### src/rtl/dmem_arb_pkg.sv
// dmem_arb_pkg: shared FSM state encoding and requester ids for the dmem arbiter
package dmem_arb_pkg;
    typedef enum logic [1:0] {ARB = 2'd0, LOCK0 = 2'd1, LOCK1 = 2'd2} arb_state_t;
    localparam int M0 = 0;
    localparam int M1 = 1;
endpackage

### src/rtl/dmem_arb_pick.sv
// dmem_arb_pick: one-hot grant between two requesters, ptr=1 favours requester 1 on a tie
module dmem_arb_pick import dmem_arb_pkg::*; (
    input  logic [1:0] req,
    input  logic       ptr,
    output logic [1:0] gnt
);
    // each requester wins unless the other also asks and is favoured
    always_comb begin
        gnt     = 2'b00;
        gnt[M0] = req[M0] & ~(req[M1] & ptr);
        gnt[M1] = req[M1] & ~(req[M0] & ~ptr);
    end
endmodule

### src/rtl/dmem_arbiter.sv
// dmem_arbiter: two-requester dmem arbiter with grant locking; DMEM_ARB_RR_EN enables round-robin ties
module dmem_arbiter import dmem_arb_pkg::*; #(
    parameter int ADDR_W   = 11,
    parameter int LOCK_MAX = 16
) (
    input  logic              clk,
    input  logic              reset,
    input  logic              m0_req,
    input  logic              m0_read,
    input  logic [3:0]        m0_writeb,
    input  logic [ADDR_W-1:0] m0_addr,
    input  logic [31:0]       m0_wdata,
    input  logic              m0_lock,
    output logic              m0_gnt,
    output logic              m0_rvalid,
    output logic [31:0]       m0_rdata,
    input  logic              m1_req,
    input  logic              m1_read,
    input  logic [3:0]        m1_writeb,
    input  logic [ADDR_W-1:0] m1_addr,
    input  logic [31:0]       m1_wdata,
    input  logic              m1_lock,
    output logic              m1_gnt,
    output logic              m1_rvalid,
    output logic [31:0]       m1_rdata,
    output logic              dmem_read,
    output logic [3:0]        dmem_writeb,
    output logic [ADDR_W-1:0] dmem_addr,
    output logic [31:0]       dmem_wdata,
    input  logic [31:0]       dmem_rdata
);
    localparam logic [7:0] LOCK_INIT = 8'(LOCK_MAX - 1);
    localparam bit         LOCK_EN   = LOCK_MAX > 1;
    arb_state_t state, state_nx;
    logic [7:0] cnt, cnt_nx;
    logic [1:0] req, pick_gnt, gnt;
    logic       ptr, rv0, rv1;
    assign req = {m1_req, m0_req};
`ifdef DMEM_ARB_RR_EN
    logic ptr_q;
    // the last granted requester loses the next tie
    always_ff @(posedge clk or posedge reset)
        if (reset) ptr_q <= 1'b0;
        else if (|gnt) ptr_q <= gnt[M0];
    assign ptr = ptr_q;
`else
    assign ptr = 1'b0;
`endif
    dmem_arb_pick u_pick (.req(req), .ptr(ptr), .gnt(pick_gnt));
    // grant selection and lock-state next-state logic; lock exit clears the counter
    always_comb begin
        gnt      = 2'b00;
        state_nx = state;
        cnt_nx   = cnt;
        case (state)
            ARB: begin
                gnt = pick_gnt;
                if (LOCK_EN && gnt[M0] && m0_lock) begin
                    state_nx = LOCK0;
                    cnt_nx   = LOCK_INIT;
                end else if (LOCK_EN && gnt[M1] && m1_lock) begin
                    state_nx = LOCK1;
                    cnt_nx   = LOCK_INIT;
                end
            end
            LOCK0: begin
                gnt[M0]  = m0_req;
                state_nx = (!m0_req || !m0_lock || cnt <= 8'd1) ? ARB : LOCK0;
                cnt_nx   = (state_nx == ARB) ? 8'd0 : cnt - 8'd1;
            end
            LOCK1: begin
                gnt[M1]  = m1_req;
                state_nx = (!m1_req || !m1_lock || cnt <= 8'd1) ? ARB : LOCK1;
                cnt_nx   = (state_nx == ARB) ? 8'd0 : cnt - 8'd1;
            end
            default: begin
                state_nx = ARB;
                cnt_nx   = 8'd0;
            end
        endcase
        if (reset) gnt = 2'b00;
    end
    // state and lock counter registers
    always_ff @(posedge clk or posedge reset)
        if (reset) begin
            state <= ARB;
            cnt   <= 8'd0;
        end else begin
            state <= state_nx;
            cnt   <= cnt_nx;
        end
    // read-valid pipeline: one cycle after a granted read, independent of FSM state
    always_ff @(posedge clk or posedge reset)
        if (reset) begin
            rv0 <= 1'b0;
            rv1 <= 1'b0;
        end else begin
            rv0 <= gnt[M0] & m0_read;
            rv1 <= gnt[M1] & m1_read;
        end
    assign m0_gnt      = gnt[M0];
    assign m1_gnt      = gnt[M1];
    assign m0_rvalid   = rv0;
    assign m1_rvalid   = rv1;
    assign m0_rdata    = rv0 ? dmem_rdata : 32'd0;
    assign m1_rdata    = rv1 ? dmem_rdata : 32'd0;
    assign dmem_read   = gnt[M0] ? m0_read   : gnt[M1] ? m1_read   : 1'b0;
    assign dmem_writeb = gnt[M0] ? m0_writeb : gnt[M1] ? m1_writeb : 4'd0;
    assign dmem_addr   = gnt[M0] ? m0_addr   : gnt[M1] ? m1_addr   : '0;
    assign dmem_wdata  = gnt[M0] ? m0_wdata  : gnt[M1] ? m1_wdata  : 32'd0;
endmodule
### config.mk
export PLATFORM = sky130hd
export DESIGN_NAME = dmem_arbiter
export DESIGN_NICKNAME = d
export VERILOG_FILES = /design/src/rtl/dmem_arb_pkg.sv /design/src/rtl/dmem_arb_pick.sv /design/src/rtl/dmem_arbiter.sv
export SDC_FILE = /design/constraint.sdc
export NUM_CORES = 1
export LEC_CHECK = 0
export BUFFER_PORTS_ARGS = -buffer_cell sky130_fd_sc_hd__buf_4
export CAP_MARGIN = 0
export CORE_AREA = 2 2 96 98
export CTS_CLUSTER_SIZE = 10
export DETAILED_ROUTE_END_ITERATION = 8
export DIE_AREA = 0 0 98 100
export HOLD_SLACK_MARGIN = 0.02
export PLACE_DENSITY = 0.58
export RECOVER_POWER = 100
export SETUP_SLACK_MARGIN = 0.3
export SLEW_MARGIN = 20
export SYNTH_ARGS = -nofsm -noshare
export SYNTH_HDL_FRONTEND = slang
export SYNTH_SLANG_ARGS = --single-unit
export TNS_END_PERCENT = 100
### constraint.sdc
create_clock -name clk -period 4.8 [get_ports clk]
set_input_delay 0.24 -clock clk [delete_from_list [all_inputs] [get_ports clk]]
set_output_delay 0.24 -clock clk [all_outputs]
set_load 0.03 [all_outputs]
Word-level counts from Yosys, hierarchy flattened
Cells that the tools add are included.
{"block": "word_totals", "regBits": 12, "inputBits": 134, "word_cells": 50}
{"block": "op_classes", "add_sub_neg": 1, "n_lt_le_gt_ge": 1, "eq_ne": 3, "mux": 23, "n_bitwise": 4, "n_reduce_logical": 14}
{"cell": "$mux W32", "count": 4}
{"cell": "$mux W8", "count": 4}
{"cell": "$pmux W8 S3", "count": 1}
{"cell": "$mux W11", "count": 2}
{"cell": "$le A8 B1 Y1 const B", "count": 1}
{"cell": "$mux W2", "count": 4}
{"cell": "$mux W4", "count": 2}
{"cell": "$sub A8 B1 Y8 const B", "count": 1}
{"cell": "$logic_not A2 Y1", "count": 3}
{"cell": "$pmux W2 S3", "count": 1}
{"cell": "$logic_not A1 Y1", "count": 4}
{"cell": "$logic_or A1 B1 Y1", "count": 4}
{"cell": "$mux W1", "count": 4}
{"cell": "$and A1 B1 Y1", "count": 3}
{"cell": "$ne A3 B3 Y1 const B", "count": 1}
{"cell": "$eq A2 B1 Y1 const B", "count": 1}
{"cell": "$eq A2 B2 Y1 const B", "count": 1}
{"cell": "$logic_and A1 B1 Y1", "count": 2}
{"cell": "$pmux W1 S2", "count": 1}
{"cell": "$reduce_or A2 Y1", "count": 1}
{"cell": "$not A1 Y1", "count": 1}

Logic depth before layout (Yosys ltp)
{"block": "depth", "depth_word": 7, "ltp_mapped": 6, "mapped_depth_nobuf": 6}

By module
A second synthesis with hierarchy kept.
{"block": "unflattened", "cells_unflattened": 214, "hier_area_um2": 1675.4}
{"mod": "dmem_arbiter", "instances": 1, "cells_per_inst": 211, "area_per_inst_um2": 1656.6, "seq_area_each_um2": 300.3}
{"mod": "dmem_arb_pick", "instances": 1, "cells_per_inst": 3, "area_per_inst_um2": 18.8, "seq_area_each_um2": 0.0}

Least setup slack after synthesis
OpenSTA, ideal clock, no wires.
{"block": "synth_path", "path_kind": "register to output", "startpoint": "reg state[1]", "endpoint": "out dmem_wdata[22]", "arrival_time_ps": 1702, "path_slack_ps": 2858, "path_stages_with_launch": 5, "n_path_buf": 1, "cell_sequence": "dfrtp_1 -> nor2b_1 -> and2_1 -> clkbuf_1 -> a22o_1"}
{"block": "synth_between", "elab_chain_len": 5}
{"item": "from (decl)", "line_no": "dmem_arbiter.sv:34", "rtl": "arb_state_t state, state_nx;"}
{"item": "from (signal assigned)", "line_no": "dmem_arbiter.sv:89", "rtl": "state <= state_nx;"}
{"item": "$eq A2 B1 Y1 / $logic_not A2 Y1 (equally long branches)", "line_no": "dmem_arbiter.sv:55", "rtl": "case (state)"}
{"item": "$reduce_or A2 Y1 (no source line) *"}
{"item": "$mux W1 *", "line_no": "dmem_arbiter.sv:55"}
{"item": "$mux W2 *", "line_no": "dmem_arbiter.sv:81", "rtl": "if (reset) gnt = 2'b00;"}
{"item": "via m0_gnt", "line_no": "dmem_arbiter.sv:14", "rtl": "output logic m0_gnt,"}
{"item": "$mux W32 *", "line_no": "dmem_arbiter.sv:110", "rtl": "assign dmem_wdata = gnt[M0] ? m0_wdata : gnt[M1] ? m1_wdata : 32'd0;"}
{"item": "to (decl)", "line_no": "dmem_arbiter.sv:29", "rtl": "output logic [31:0] dmem_wdata,"}
The timed path passes the listed nets; every way through them passes the cells marked *.

Worst setup path in the final report
{"block": "layout_path", "startpoint": "reg state[1]", "endpoint": "out dmem_writeb[3]"}
{"block": "layout_between", "elab_chain_len": 5}
{"item": "$eq A2 B2 Y1, or another cell as far along", "line_no": "dmem_arbiter.sv:55"}
{"item": "$pmux W1 S2 / $reduce_or A2 Y1 (equally long branches)"}
{"item": "$mux W2 *", "line_no": "dmem_arbiter.sv:81"}
{"item": "$mux W4 / $mux W2 (equally long branches)", "line_no": "dmem_arbiter.sv:108, dmem_arbiter.sv:81"}
{"item": "$mux W4 *", "line_no": "dmem_arbiter.sv:108", "rtl": "assign dmem_writeb = gnt[M0] ? m0_writeb : gnt[M1] ? m1_writeb : 4'd0;"}
{"item": "to (decl)", "line_no": "dmem_arbiter.sv:27", "rtl": "output logic [3:0] dmem_writeb,"}
Every way passes the cells marked *; elsewhere a longest branch is shown, timed or not.

==> key figures <==
Synthesis
  – Sequential cell area fraction in the yosys report: 19.3%
  – Avg Cell Area, Syn: 7.87 µm²
  – Asr flop ratio synth: 100%
  – Number of synthesized flops with an enable pin: 0
  – Mapped Cells: 198
  – Syn nets: 334
  – Post-synthesis cell type count: 33
  – Post-synth top flop: dfrtp_1
  – FF+latch count, synth: 12
  – Synthesized cell area: 1560 µm²
  – Warnings, synthesis: 0

Floorplan
  – Row cnt: 35
  – Initial core utilization: 17.5%
  – Die Width: approximately 100 µm
  – Core area: 8890 µm²
  – Die Footprint: 9800 µm²
  – Io pins: 250
  – Die Y: 100 µm

Global routing
  – Grt total ovfl: 0
  – First-pass GRT wire length: between 10 and 15 mm
  – Largest net degree at the start of global routing: 50
  – Initial antenna violation count: 0
  – Vias in the first global route: approximately 2.3k
  – Global Route Usage Sum: 15.6%

Place
  – PortBufs: 249
  – Worst slack, placed: ~2.7 ns
  – Gpl congestion: 0.771
  – DP HPWL: 7.22 mm

Detailed routing
  – Met2 WL: 4.26 mm
  – Drt first-iter violations: 40
  – DRT Pass-1 Iters: 4
  – # DRC: 0
  – Vias per cell: 4.42
  – Vias: roughly 2.4k
  – Top Metal Used: met4
  – Met3 wire length: 964 µm
  – Routed wire length per instance: 15.4 µm
  – Antenna viol nets, final: 0
  – Post-Route M1 WL: 3.14 mm
  – Final wirelength: approximately 8.4 mm

Clock tree
  – Worst-path clk slew: 0.06 ns
  – Clock tree buffer depth: 2
  – Sink Count: 12
  – Post-CTS Setup Inserts: 0
  – CTS Buf Count: 3
  – Root Driver: clkbuf_8
  – # hold bufs at CTS: 0
  – CTS tree: built
  – Post-CTS sizing: 0
  – Htree depth: 1
  – Skew-Pair Late Insertion Delay: ~0.24 ns

Worst setup path
  – Worst EP arrival: approximately 2.2 ns
  – Crit-path slowest cell: dfrtp_1
  – CP max FO: 48
  – CP Capture Type: primary output
  – Required @ worst endpoint: around 4.6 ns
  – Family with the most delay on the worst path: buffers and inverters
  – Critical path launch point type: register
  – Buf+Inv Stages, Crit Path: 2
  – Cell Chain, Critical Path: nor2b_1, and2_0, buf_4, a22o_1, clkbuf_1
  – Worst stage delay on the critical path: 0.44 ns
  – Class of the most critical setup path: register to primary output

Worst hold path
  – Worst min path class: primary input to asynchronous set/reset pin

Pwr
  – Switching Fraction: 41.0%
  – Pint: 316 µW
  – Flop pwr share: 23.6%
  – Peak supply drop: approximately 0.000086 V
  – Static Leak: 0.00158 µW
  – PD cells: about 160 nW/µm²
  – Psw: 220 µW
  – Total power: 536 µW
  – Combinational Power Share: 55.7%
  – Clock Power Share: about a fifth

STA
  – Clock skew after layout: 0.00625 ns
  – Fmax: 405 MHz
  – Final Hold Viols: 0
  – Final WS setup: approximately 2.3 ns
  – Final Slew Violations: 0
  – Relative slew slack: 46.9%
  – Setup TNS: 0 ns
  – Slew @ Worst Pin: roughly 0.8 ns
  – RSZ-0062 raised after global routing: false
  – WHS: 0.0476 ns
  – Tcrit/Tclk final: 51.4%
  – Final min period: 2.47 ns
  – Setup-failing EPs final: 0

Run
  – Max-Cap Viols: 0

Finish
  – Ratio of cells with drive above 1 in the final layout: between 40% and 50%
  – Final core occ: 36.9%
  – Area grow syn2layout: 111%
  – Ant diodes: 0
  – Final #Nets: 574

Status
  – Status: complete, no violations
cells by family (layout without fill, tap and decap cells):
kind of cell | after synthesis | in the layout | share of synthesized area [%]
XOR/XNOR | 2 | 2 | 1.12
adder cells (fa/ha/maj) | 2 | 2 | 1.60
flip-flops | 12 | 12 | 19.3
AND/OR/NAND/NOR | 98 | 98 | 38.5
AO/OA/AOI/OAI | 63 | 63 | 34.1
buffers and inverters | 21 | 260 | 5.38
stage by stage:
| stage | instances | area [µm²] |
|---|---|---|
| finish | 548 | 3280 |
| global route | 548 | 3280 |
| CTS | 548 | 3580 |
| detailed placement | 544 | 3530 |
| global placement | 544 | 3530 |
| floorplan | 198 | 1560 |
cell type report:
cell class / count / area, µm²
Clock buffer: 4 / 55.1
Fill cell: 986 / 5610
Inverter: 5 / 18.8
Multi-Input combinational cell: 165 / 1170
Sequential cell: 12 / 300
Tap cell: 111 / 139
Timing Repair Buffer: 251 / 1600
registers in the layout, summed over array words and instances, names as in the netlist:
register,cells
cnt,8
m0_rvalid,1
m1_rvalid,1
state,2
cell usage in the layout (no fill, tap or decap), drive strengths merged, types with 3 or more instances in the layout:
| cell | instances |
|---|---|
| clkbuf | 81 |
| nor2 | 4 |
| o22ai | 3 |
| o211ai | 4 |
| nand3 | 3 |
| dfrtp | 12 |
| a31oi | 4 |
| nand2 | 10 |
| and2 | 66 |
| buf | 174 |
| inv | 5 |
| a22o | 47 |
path summary, 6_finish.rpt:
kind	from	depth (start not counted)	slack [ns]	end
hold / removal	reset	2	0.05	cnt[0]
min in group clk	m1_read	2	0.24	m1_rvalid
setup / recovery	state[1]	5	2.33	dmem_writeb[3]
setup reg to reg	cnt[2]	4	2.81	cnt[3]
max in group asynchronous	reset	2	4.41	cnt[6]
hold reg to reg	cnt[7]	1	0.52	cnt[7]
power groups by stage:
stage / logic (µW) / registers (µW) / clock network (µW)
6_report: 299 / 126 / 111
5_1_grt: 322 / 129 / 119
3_5_place_dp: 330 / 128 / 0
2_1_floorplan: 169 / 123 / 0
4_1_cts: 331 / 126 / 114
3_3_place_gp: 327 / 128 / 0
cell usage after synthesis (all sizes together), types with 2 or more instances:
| master | number | area share [%] |
|---|---|---|
| clkbuf | 10 | 2.4 |
| or4 | 2 | 1.4 |
| ha | 2 | 1.6 |
| nor4 | 2 | 0.80 |
| nor2 | 4 | 0.96 |
| nand2 | 10 | 2.6 |
| and2 | 66 | 26 |
| nor3b | 2 | 0.96 |
| inv | 5 | 1.2 |
| o22ai | 3 | 1.6 |
| buf | 6 | 1.8 |
| a31oi | 4 | 1.6 |
| a22o | 47 | 26 |
| nand3 | 3 | 0.96 |
| dfrtp | 12 | 19 |
| xnor2 | 2 | 1.1 |
| o31ai | 2 | 0.96 |
| o211ai | 4 | 1.9 |
layer usage:
layer  global-route usage, %  up-vias
li1                        -     1203
met1                    17.9     1059
met2                    28.3      158
met3                    4.94        4
met4                    3.85        0
met5                       0        -
Note: power is estimated with default switching activity, not from simulation.
